**config.mk**
```make
export PLATFORM = sky130hd
export DESIGN_NAME = if_stage
export DESIGN_NICKNAME = d
export VERILOG_FILES = /design/src/rtl/if_stage_pkg.sv /design/src/rtl/fetch_fifo.sv /design/src/rtl/if_stage.sv
export SDC_FILE = /design/constraint.sdc
export NUM_CORES = 1
export LEC_CHECK = 0
export ABC_AREA = 1
export BUFFER_PORTS_ARGS = -buffer_cell sky130_fd_sc_hd__buf_2
export CAP_MARGIN = 20
export CORE_MARGIN = 3
export CORE_UTILIZATION = 52
export CTS_CLUSTER_SIZE = 28
export DETAILED_ROUTE_END_ITERATION = 12
export GPL_TIMING_DRIVEN = 0
export PLACE_DENSITY = 0.79
export SYNTH_ARGS = -nofsm -noshare
export SYNTH_HDL_FRONTEND = slang
export SYNTH_SLANG_ARGS = --single-unit
```
**constraint.sdc**
```tcl
create_clock -name clk -period 3.7 [get_ports clk]
set_input_delay 0.74 -clock clk [delete_from_list [all_inputs] [get_ports clk]]
set_output_delay 0.74 -clock clk [all_outputs]
set_load 0.1 [all_outputs]
```
**src/rtl/if_stage_pkg.sv**
```systemverilog
// Shared fetch-stage constants and the word type held in the response buffer.
package if_stage_pkg;

  localparam int XLEN         = 32;
  localparam int IF_BUF_DEPTH = 2;

  localparam logic [XLEN-1:0] NOP_INST = 32'h0000_0013;

  typedef struct packed {
    logic [XLEN-1:0] ir;
    logic [XLEN-1:0] pc;
  } fetch_word_t;

  function automatic logic [XLEN-1:0] next_pc(input logic [XLEN-1:0] pc);
    return pc + 32'd4;
  endfunction

endpackage

```
**src/rtl/fetch_fifo.sv**
```systemverilog
// Two-entry synchronous FIFO; flush empties it in one cycle, head is the oldest entry.
module fetch_fifo
  import if_stage_pkg::*;
#(
  parameter int WIDTH = 32
) (
  input  logic             clk,
  input  logic             rst,
  input  logic             push,
  input  logic             pop,
  input  logic             flush,
  input  logic [WIDTH-1:0] din,
  output logic [1:0]       count,
  output logic [WIDTH-1:0] head
);

  logic [WIDTH-1:0] mem_q [IF_BUF_DEPTH];
  logic             rd_ptr_q, rd_ptr_d;
  logic             wr_ptr_q, wr_ptr_d;
  logic [1:0]       count_q, count_d;
  logic             do_push, do_pop;

  assign do_pop  = pop && (count_q != 2'd0);
  // A push into a full FIFO is only taken when the same cycle frees a slot.
  assign do_push = push && ((count_q != 2'(IF_BUF_DEPTH)) || do_pop);

  always_comb begin
    rd_ptr_d = rd_ptr_q;
    wr_ptr_d = wr_ptr_q;
    count_d  = count_q;
    if (flush) begin
      rd_ptr_d = 1'b0;
      wr_ptr_d = 1'b0;
      count_d  = 2'd0;
    end else begin
      if (do_push) wr_ptr_d = ~wr_ptr_q;
      if (do_pop)  rd_ptr_d = ~rd_ptr_q;
      count_d = count_q + {1'b0, do_push} - {1'b0, do_pop};
    end
  end

  always_ff @(posedge clk or posedge rst) begin
    if (rst) begin
      rd_ptr_q <= 1'b0;
      wr_ptr_q <= 1'b0;
      count_q  <= 2'd0;
    end else begin
      rd_ptr_q <= rd_ptr_d;
      wr_ptr_q <= wr_ptr_d;
      count_q  <= count_d;
    end
  end

  always_ff @(posedge clk) begin
    if (do_push && !flush) mem_q[wr_ptr_q] <= din;
  end

  assign count = count_q;
  assign head  = mem_q[rd_ptr_q];

endmodule

```
**src/rtl/if_stage.sv**
```systemverilog
// Instruction fetch stage: PC, credit-limited imem requests, response buffering
// and the IF/ID pipeline register, with redirect that drops all wrong-path words.
module if_stage
  import if_stage_pkg::*;
#(
  parameter logic [XLEN-1:0] RESET_PC = 32'h0000_0000
) (
  input  logic            clk,
  input  logic            rst,
  input  logic            stall,
  input  logic            take_branch,
  input  logic [XLEN-1:0] branch_target,
  output logic            imem_req,
  output logic [XLEN-1:0] imem_addr,
  input  logic            imem_gnt,
  input  logic            imem_rvalid,
  input  logic [XLEN-1:0] imem_rdata,
  output logic [XLEN-1:0] if_id_IR,
  output logic [XLEN-1:0] if_id_PC,
  output logic [XLEN-1:0] if_id_NPC,
  output logic            if_id_valid_inst
);

  // imem handshake: a request is accepted in the cycle where imem_req and
  // imem_gnt are both high; each accepted request gets exactly one
  // imem_rvalid pulse, in order, no earlier than the following cycle.
  logic [XLEN-1:0] pc_q, pc_d;
  logic [1:0]      outst_q, outst_d;
  logic [1:0]      drop_q, drop_d;
  logic [XLEN-1:0] ir_q, ir_d;
  logic [XLEN-1:0] id_pc_q, id_pc_d;
  logic            valid_q, valid_d;

  logic            grant, rsp, deliver, advance;
  logic            buf_empty, buf_push, buf_pop, bypass;
  logic [1:0]      pcq_cnt, buf_cnt;
  logic [XLEN-1:0] pcq_head;
  fetch_word_t     buf_din, buf_head;

  assign imem_req  = !take_branch && (({1'b0, outst_q} + {1'b0, buf_cnt}) < 3'd2);
  assign imem_addr = pc_q;
  assign grant     = imem_req && imem_gnt;

  // A response with nothing outstanding is left over from before reset.
  assign rsp       = imem_rvalid && (outst_q != 2'd0);
  assign deliver   = rsp && (drop_q == 2'd0) && !take_branch;

  assign advance   = !stall || !valid_q;
  assign buf_empty = (buf_cnt == 2'd0);
  assign buf_pop   = advance && !buf_empty && !take_branch;
  assign bypass    = advance && buf_empty && deliver;
  assign buf_push  = deliver && !bypass;
  assign buf_din   = '{ir: imem_rdata, pc: pcq_head};

  fetch_fifo #(.WIDTH(XLEN)) u_pc_queue (
    .clk   (clk),
    .rst   (rst),
    .push  (grant),
    .pop   (rsp),
    .flush (1'b0),
    .din   (pc_q),
    .count (pcq_cnt),
    .head  (pcq_head)
  );

  fetch_fifo #(.WIDTH(2 * XLEN)) u_rsp_buf (
    .clk   (clk),
    .rst   (rst),
    .push  (buf_push),
    .pop   (buf_pop),
    .flush (take_branch),
    .din   (buf_din),
    .count (buf_cnt),
    .head  (buf_head)
  );

  always_comb begin
    pc_d    = pc_q;
    outst_d = outst_q + {1'b0, grant} - {1'b0, rsp};
    drop_d  = drop_q;
    if (take_branch) begin
      pc_d   = branch_target;
      drop_d = outst_q - {1'b0, rsp};
    end else begin
      if (grant) pc_d = next_pc(pc_q);
      if (rsp && (drop_q != 2'd0)) drop_d = drop_q - 2'd1;
    end
  end

  always_comb begin
    ir_d    = ir_q;
    id_pc_d = id_pc_q;
    valid_d = valid_q;
    if (take_branch) begin
      ir_d    = NOP_INST;
      valid_d = 1'b0;
    end else if (advance) begin
      if (!buf_empty) begin
        ir_d    = buf_head.ir;
        id_pc_d = buf_head.pc;
        valid_d = 1'b1;
      end else if (deliver) begin
        ir_d    = imem_rdata;
        id_pc_d = pcq_head;
        valid_d = 1'b1;
      end else begin
        valid_d = 1'b0;
      end
    end
  end

  always_ff @(posedge clk or posedge rst) begin
    if (rst) begin
      pc_q    <= RESET_PC;
      outst_q <= 2'd0;
      drop_q  <= 2'd0;
      ir_q    <= NOP_INST;
      id_pc_q <= '0;
      valid_q <= 1'b0;
    end else begin
      pc_q    <= pc_d;
      outst_q <= outst_d;
      drop_q  <= drop_d;
      ir_q    <= ir_d;
      id_pc_q <= id_pc_d;
      valid_q <= valid_d;
    end
  end

  assign if_id_IR         = ir_q;
  assign if_id_PC         = id_pc_q;
  assign if_id_NPC        = next_pc(id_pc_q);
  assign if_id_valid_inst = valid_q;

  a_counts: assert property (@(posedge clk) disable iff (rst)
    (outst_q <= 2'd2) && (buf_cnt <= 2'd2) && (pcq_cnt == outst_q));

  a_no_overflow: assert property (@(posedge clk) disable iff (rst)
    !(buf_push && (buf_cnt == 2'd2) && !buf_pop));

endmodule

```
==> results by stage, run 1 <==
Yosys:
- The netlist uses 46 different library cells.
- In the synthesized netlist, the number of instances is 1,420.
- The total nets after synthesis is 1,501.
- sky130_fd_sc_hd__edfxtp_1 takes more of the synthesized area than any other cell.
- Sorting the synthesized cells by how often they occur yields 396 x sky130_fd_sc_hd__nand2_1, 192 x sky130_fd_sc_hd__edfxtp_1, 121 x sky130_fd_sc_hd__inv_1.
- Yosys printed 0 warnings.
- In this run, synthesis inferred 192 flip-flops with an integrated enable.
- The post-synthesis async set-or-reset flop share is 0.362.
- Summing every instance area after synthesis gives 13,900 sq um.
- In the post-synthesis netlist, the biggest area contributors are sky130_fd_sc_hd__edfxtp_1 41%, sky130_fd_sc_hd__dfrtp_1 19%, sky130_fd_sc_hd__nand2_1 11%.
- The area share of the largest cell type after synthesis is 0.414.
- The sequential share of the synthesized area is 0.610.
- In the post-synthesis netlist, the cell with the most instances is sky130_fd_sc_hd__nand2_1.
- The post-synthesis average cell area is between 9 and 10 sq um.
- The flip-flop cell with the highest count after synthesis is sky130_fd_sc_hd__edfxtp_1.
- The flip-flop and latch count after synthesis is around 300.

Worst setup path:
- The data required time at the worst endpoint is 2.96 ns.
- The critical path startpoint category is a flip-flop.
- The critical setup path kind is flip-flop to primary output.
- Data arrives at the worst endpoint at 2.70 ns.
- The maximum fanout encountered on the critical timing path is 5.
- The worst setup path is captured at a primary output.

Status:
- The run finished with clean final reports.

Clock network:
- The clock net sink count is 301.
- The CTS buffer count is 30.
- The clock transition time at the flip-flop clock pins of the worst setup and hold paths is 0.06 ns.
- The buffer depth of the longest clock path is 3.
- The number of gates resized after CTS was 0.
- In this run, post-CTS hold repair placed 0 buffers.
- The insertion delay of the later-clocked pin in the worst-skew pair is 0.55 ns.
- CTS placed an instance of sky130_fd_sc_hd__clkbuf_16 at the clock tree root.
- The number of buffers inserted to repair setup after CTS is 0.
- CTS built an H-tree with a depth of 1.
- The TritonCTS clock tree is built.

Die:
- The die span in y is 170 um.
- The die covers 28,800 sq um.
- The number of standard-cell rows in the floorplan is 59.
- During I/O placement, the number of pins put on the boundary was 200.
- The overall die width is 170 um.
- The core area is 26,200 sq um.
- The starting density of the core is 0.531.

STA:
- The number of hold-slack violations in the final timing report is 0.
- The slew of the pin with the lowest slew margin is approximately 0.96 ns.
- In this run the tightest slew margin relative to its limit is 0.362.
- For the final routed database, the setup TNS stands at 0 ns.
- The maximum operating frequency is just under 0.3 GHz.
- Dividing the final minimum period by the clock period gives 0.931.
- The worst path setup slack after routing is 0.256 ns.
- Final hold analysis gives a worst-case slack of 0.173 ns.
- The count of pins over their slew limit is 0.
- The clock skew is 0.0119 ns.
- Setup violations remaining at the end of the flow were counted as 0.
- Setup repair after global routing left no endpoint under its margin.
- The final period demand of the worst path is roughly 3.4 ns.

Route:
- In the routed design, unresolved DRC markers number 0.
- The post-detailed-route wirelength per cell is between 15 and 20 um.
- The detail route stage leaves a number of antenna-violating nets equal to 0.
- The initial DRC count is just over 900.
- The detailed-route via count is 11.0k.
- The post-detailed-routing wire length is between 30,000 and 40,000 um.
- The first-pass iteration count of the detailed router is 5.
- After detailed routing, the number of vias per cell comes to 5.45.

Min path:
- The type of the worst min-delay path is primary input to asynchronous set/reset pin.

Global route:
- The initial antenna violation count came to 1.
- The first global-routing pass estimated 54,200 um of wire.
- The global-route total usage across every layer is 0.236.
- The aggregate global routing overflow is 0.
- Entering global routing, the biggest net connects 81 pins.
- The number of global-route vias before repair is 10.2k.

Layout:
- Of the cells placed in the final design, the portion with a size suffix greater than 1 is 0.225.
- The net count of the finished layout is 1,736.
- Compared with the post-synthesis result, the final layout area differs by 19.5%.
- For this run, the share of the core covered by cells in the final layout is 0.635.
- Counting the fill cells in the layout gives 2,042.

Placed design:
- Timing analysis after detailed placement gives a worst setup slack of 0.642 ns.
- The count of buffers added on input and output ports is 199.
- Detailed placement ended at an HPWL of 25,200 um.
- At the end of routability-driven placement, the weighted congestion stood at 0.926.

Flow run:
- Across the run, the number of max-cap violations was 0.
stage by stage:
stage	cells	cell area, sq um
finish	2016	16600
global route	2015	16600
CTS	2014	16600
detailed placement	1958	15600
global placement	1954	15500
floorplan	1420	14000
logic make-up (layout without fill, tap and decap cells):
| family | count (synthesis) | count (layout) | share of synthesized area |
|---|---|---|---|
| other cells | 0 | 2 | 0 |
| simple gates | 644 | 644 | 0.196 |
| flops | 301 | 301 | 0.610 |
| compound gates | 240 | 240 | 0.0974 |
| xor+xnor | 31 | 31 | 0.0195 |
| buf+inv | 190 | 449 | 0.0638 |
| mux | 3 | 3 | 0.00243 |
| fa+ha+maj | 11 | 11 | 0.0104 |
layout by cell type, fill, tap and decap left out, types with 33 or more instances in the layout:
cell / Yosys / routed
sky130_fd_sc_hd__o21ai_0: 89 / 89
sky130_fd_sc_hd__o21ai_1: 33 / 33
sky130_fd_sc_hd__nand3_1: 80 / 80
sky130_fd_sc_hd__dfrtp_1: 106 / 106
sky130_fd_sc_hd__inv_1: 121 / 119
sky130_fd_sc_hd__edfxtp_1: 192 / 192
sky130_fd_sc_hd__nand2_1: 396 / 396
sky130_fd_sc_hd__a21oi_1: 61 / 61
sky130_fd_sc_hd__buf_2: 26 / 225
sky130_fd_sc_hd__nor2_1: 108 / 105
area by class of cell:
cell class,count,area (sq um),area share
clock inverters,17,245,0.0147
repair buffers,203,1080,0.0651
inverters,129,492,0.0295
plain buffers,61,402,0.0241
well taps,335,419,0.0252
diodes,2,5.00,0.000301
flip-flops and latches,301,8500,0.510
clock buffers,39,836,0.0502
multi-input cells,929,4670,0.280
critical path, stage by stage, from the launching register on:
cell and delay, ns:
sky130_fd_sc_hd__dfrtp_1 0.44, sky130_fd_sc_hd__ha_1 0.32, sky130_fd_sc_hd__nand2_2 0.12, sky130_fd_sc_hd__nor2_2 0.29
sky130_fd_sc_hd__nand2_1 0.19, sky130_fd_sc_hd__nor2_1 0.24, sky130_fd_sc_hd__xor2_2 0.14, sky130_fd_sc_hd__buf_2 0.43
flip-flops by register name, summed over array words and instances, names as in the netlist:
name / count
u_pc_queue.rd_ptr_q: 1
u_pc_queue.mem_q: 64
u_rsp_buf.count: 2
if_id_PC: 32
u_pc_queue.wr_ptr_q: 1
imem_addr: 32
u_rsp_buf.wr_ptr_q: 1
u_rsp_buf.rd_ptr_q: 1
outst_q: 2
if_id_IR: 32
if_id_valid_inst: 1
u_rsp_buf.mem_q: 128
u_pc_queue.count: 2
drop_q: 2
final timing paths:
kind,endpoint,cells after the start,slack [ns],startpoint
min in group clk,u_rsp_buf.mem_q[1][63],1,0.40,imem_rdata[31]
setup / recovery,if_id_NPC[18],7,0.26,if_id_PC[3]
max in group asynchronous,if_id_IR[1],3,2.79,rst
hold / removal,if_id_IR[5],2,0.17,rst
setup reg to reg,u_pc_queue.mem_q[1][26],8,0.80,u_rsp_buf.count[0]
hold reg to reg,if_id_IR[1],2,0.47,if_id_IR[1]
layer usage:
metal	part of all wire	routed length (um)	up-vias	GRT usage
li1	-	-	5222	-
met1	0.43	15300	5203	0.334
met2	0.48	16900	496	0.388
met3	0.069	2440	70	0.0300
met4	0.022	781	0	0.0679
met5	0	0	-	0
Power of run 1 is not shown: default switching activity piles up to over one toggle a cycle in this logic, so the estimate is an artifact.
==> run 2, diff against run 1 <==
--- a/config.mk
+++ b/config.mk
@@ -9,11 +9,11 @@
 export BUFFER_PORTS_ARGS = -buffer_cell sky130_fd_sc_hd__buf_2
 export CAP_MARGIN = 20
 export CORE_MARGIN = 3
-export CORE_UTILIZATION = 52
+export CORE_UTILIZATION = 50
 export CTS_CLUSTER_SIZE = 28
 export DETAILED_ROUTE_END_ITERATION = 12
 export GPL_TIMING_DRIVEN = 0
-export PLACE_DENSITY = 0.79
+export PLACE_DENSITY = 0.77
 export SYNTH_ARGS = -nofsm -noshare
 export SYNTH_HDL_FRONTEND = slang
 export SYNTH_SLANG_ARGS = --single-unit
==> results by stage, run 2 (synthesis results as in run 1) <==
Global route:
- The aggregate global routing overflow is 0 (unchanged).
- The maximum number of pins on one net before global-route repair is 65 (-20%).
- The initial antenna violation count is 2 (+1).
- The number of global-route vias before repair is 10.5k (+3.1%).
- The first-pass GRT wire length is 56,600 um (+4.4%).
- The global-route total usage across every layer is 0.234 (-0.00167).

Clock network:
- The clock transition time at the flip-flop clock pins of the worst setup and hold paths is 0.06 ns (about the same).
- The insertion delay of the later-clocked pin in the worst-skew pair is 0.55 ns (about the same).
- The buffer depth of the longest clock path came to 3 (unchanged).
- The number of buffers inserted to repair setup after CTS was 0 (unchanged).
- The CTS buffer count was 31 (+3.3%).
- The number of H-tree levels is 1 (unchanged).
- The count of instances resized after the clock tree is built is 0 (unchanged).
- The clock net sink count came to 301 (unchanged).
- The hold buffer count at CTS came to 0 (unchanged).
- The clock root buffer is sky130_fd_sc_hd__clkbuf_16.
- TritonCTS built the clock tree.

STA:
- The share of the cycle needed by the critical path after routing was 0.928 (-0.00293).
- The slew of the pin with the lowest slew margin came to 0.972 ns (+0.0167 ns).
- Setup repair after global routing left no endpoint under its margin.
- The final period demand of the worst path is 3.43 ns (-0.0108 ns).
- The maximum operating frequency was 0.291 GHz (+0.32%).
- The number of hold-slack violations in the final timing report was 0 (unchanged).
- The sum of negative setup slack is 0 ns (unchanged).
- The worst path setup slack after routing is 0.267 ns (+0.0108 ns).
- The clock skew came to 0.0136 ns (+0.00175 ns).
- The relative slew slack came to 0.351 (-0.0112).
- The total setup violations reported at the end of the flow was 0 (unchanged).
- The count of pins over their slew limit came to 0 (unchanged).

Worst setup path:
- The data arrival time of the worst path is 2.69 ns (about the same).
- The type of element capturing the critical path is a primary output.
- The setup path with the least slack is of type flip-flop to primary output.
- The data required time at the worst endpoint is 2.96 ns (about the same).
- The maximum fanout encountered on the critical timing path is 5 (unchanged).
- The critical path startpoint category is a flip-flop.

Layout:
- The synthesis-to-layout area growth came to 19.5% (about the same).
- Leaving out fill and tap cells, the most frequent cells in the layout are 396 x sky130_fd_sc_hd__nand2_1, 225 x sky130_fd_sc_hd__buf_2, 192 x sky130_fd_sc_hd__edfxtp_1.
- The final standard cell area without fillers came to 16,600 sq um (about the same).
- The fraction of layout cells with a size suffix above 1 came to 0.223 (-0.00179).
- The number of flip-flops under the largest register name is 128 (unchanged).
- The share of the core filled with cells in the final layout is 0.613 (-0.0227).
- The count of nets after finishing came to 1,736 (unchanged).
- The register with the most flip-flops in the final layout is u_rsp_buf.mem_q.
- The most common library cell in the layout ignoring fill and taps is sky130_fd_sc_hd__nand2_1.
- The largest registers in the layout are u_rsp_buf.mem_q (128), u_pc_queue.mem_q (64).

Die:
- The I/O pin count was 200 (unchanged).
- The starting density of the core is 0.512 (-0.0190).
- The core area came to 27,200 sq um (+3.7%).
- The overall die width is 173 um (+1.9%).
- The die span in y is 173 um (+1.9%).
- The number of standard-cell rows in the floorplan is 60 (+1.7%).
- The area of the die is 29,900 sq um (+3.9%).

Route:
- The first-pass iteration count of the detailed router was 5 (unchanged).
- The initial DRC count is 983 (+7.3%).
- The residual DRC count was 0 (unchanged).
- The ratio of routed vias to standard cells was 5.33 (-2.3%).
- The residual antenna-violating net count after detailed routing is 0 (unchanged).
- The post-detailed-route wirelength per cell was 17.8 um (+1.0%).
- The post-detailed-routing wire length is 36,400 um (+2.9%).
- The detailed-route via count is 10.9k (-0.47%).

Placed design:
- The post-DP HPWL is 25,300 um (+0.48%).
- The post-placement cell area is 15,600 sq um (+0.19%).
- The number of I/O port buffers was 199 (unchanged).
- The global placement routability congestion is 0.901 (-2.7%).
- The setup slack after placement is 0.783 ns (+0.141 ns).

Flow run:
- The count of maximum capacitance violations is 0 (unchanged).

Min path:
- The min-delay analysis places its worst path in the category primary input to asynchronous set/reset pin.

Status:
- The run finished with clean final reports.
[run 2: cell count changes in the layout (fill, tap and decap cells not counted), sizes merged]
cell	before	now
clkbuf	50	54
buf	253	252
bufinv	6	5
clkinvlp	1	0
inv	131	130
[run 2: final cells by class]
type                       instances  area (sq um)
sequential                       301          8500
multi-input combinational        929          4670
buffer                            61           402
antenna                            2          5.00
clock buffer                      43           851
timing repair buffer             202          1060
inverter                         129           494
clock inverter                    14           200
fill                            2223         10500
tap                              372           465
[run 2: path summary, 6_finish.rpt]
| check | start | endpoint | slack (ns) | cells after the start |
|---|---|---|---|---|
| hold reg to reg | if_id_IR[30] | if_id_IR[30] | 0.48 | 2 |
| setup reg to reg | u_rsp_buf.count[0] | u_pc_queue.mem_q[1][26] | 0.76 | 8 |
| max in group asynchronous | rst | if_id_IR[1] | 2.76 | 3 |
| min in group clk | branch_target[1] | imem_addr[1] | 0.38 | 3 |
| hold / removal | rst | if_id_IR[31] | 0.23 | 2 |
| setup / recovery | if_id_PC[3] | if_id_NPC[18] | 0.27 | 7 |
[run 2: worst max-delay path: stages (launching register included)]
cell                      delay, ns
sky130_fd_sc_hd__dfrtp_1       0.43
sky130_fd_sc_hd__ha_1          0.31
sky130_fd_sc_hd__nand2_2       0.12
sky130_fd_sc_hd__nor2_2        0.30
sky130_fd_sc_hd__nand2_1       0.18
sky130_fd_sc_hd__nor2_1        0.22
sky130_fd_sc_hd__xor2_2        0.14
sky130_fd_sc_hd__buf_2         0.43
[run 2: routing by layer]
layer	global-route usage	up-vias	wire, um
met3	0.0386	60	2740
met4	0.0588	0	690
met5	0	-	0
li1	-	5200	-
met2	0.389	450	17600
met1	0.325	5229	15400
[run 2: stage by stage]
stage | std cells | hold slack (ns)
after floorplan | 1420 | 0.471
after global placement | 1991 | 0.459
after detailed placement | 1994 | 0.460
after CTS | 2051 | 0.237
after global routing | 2053 | 0.259
final | 2053 | 0.229
Power of run 2 is left out for the same reason.
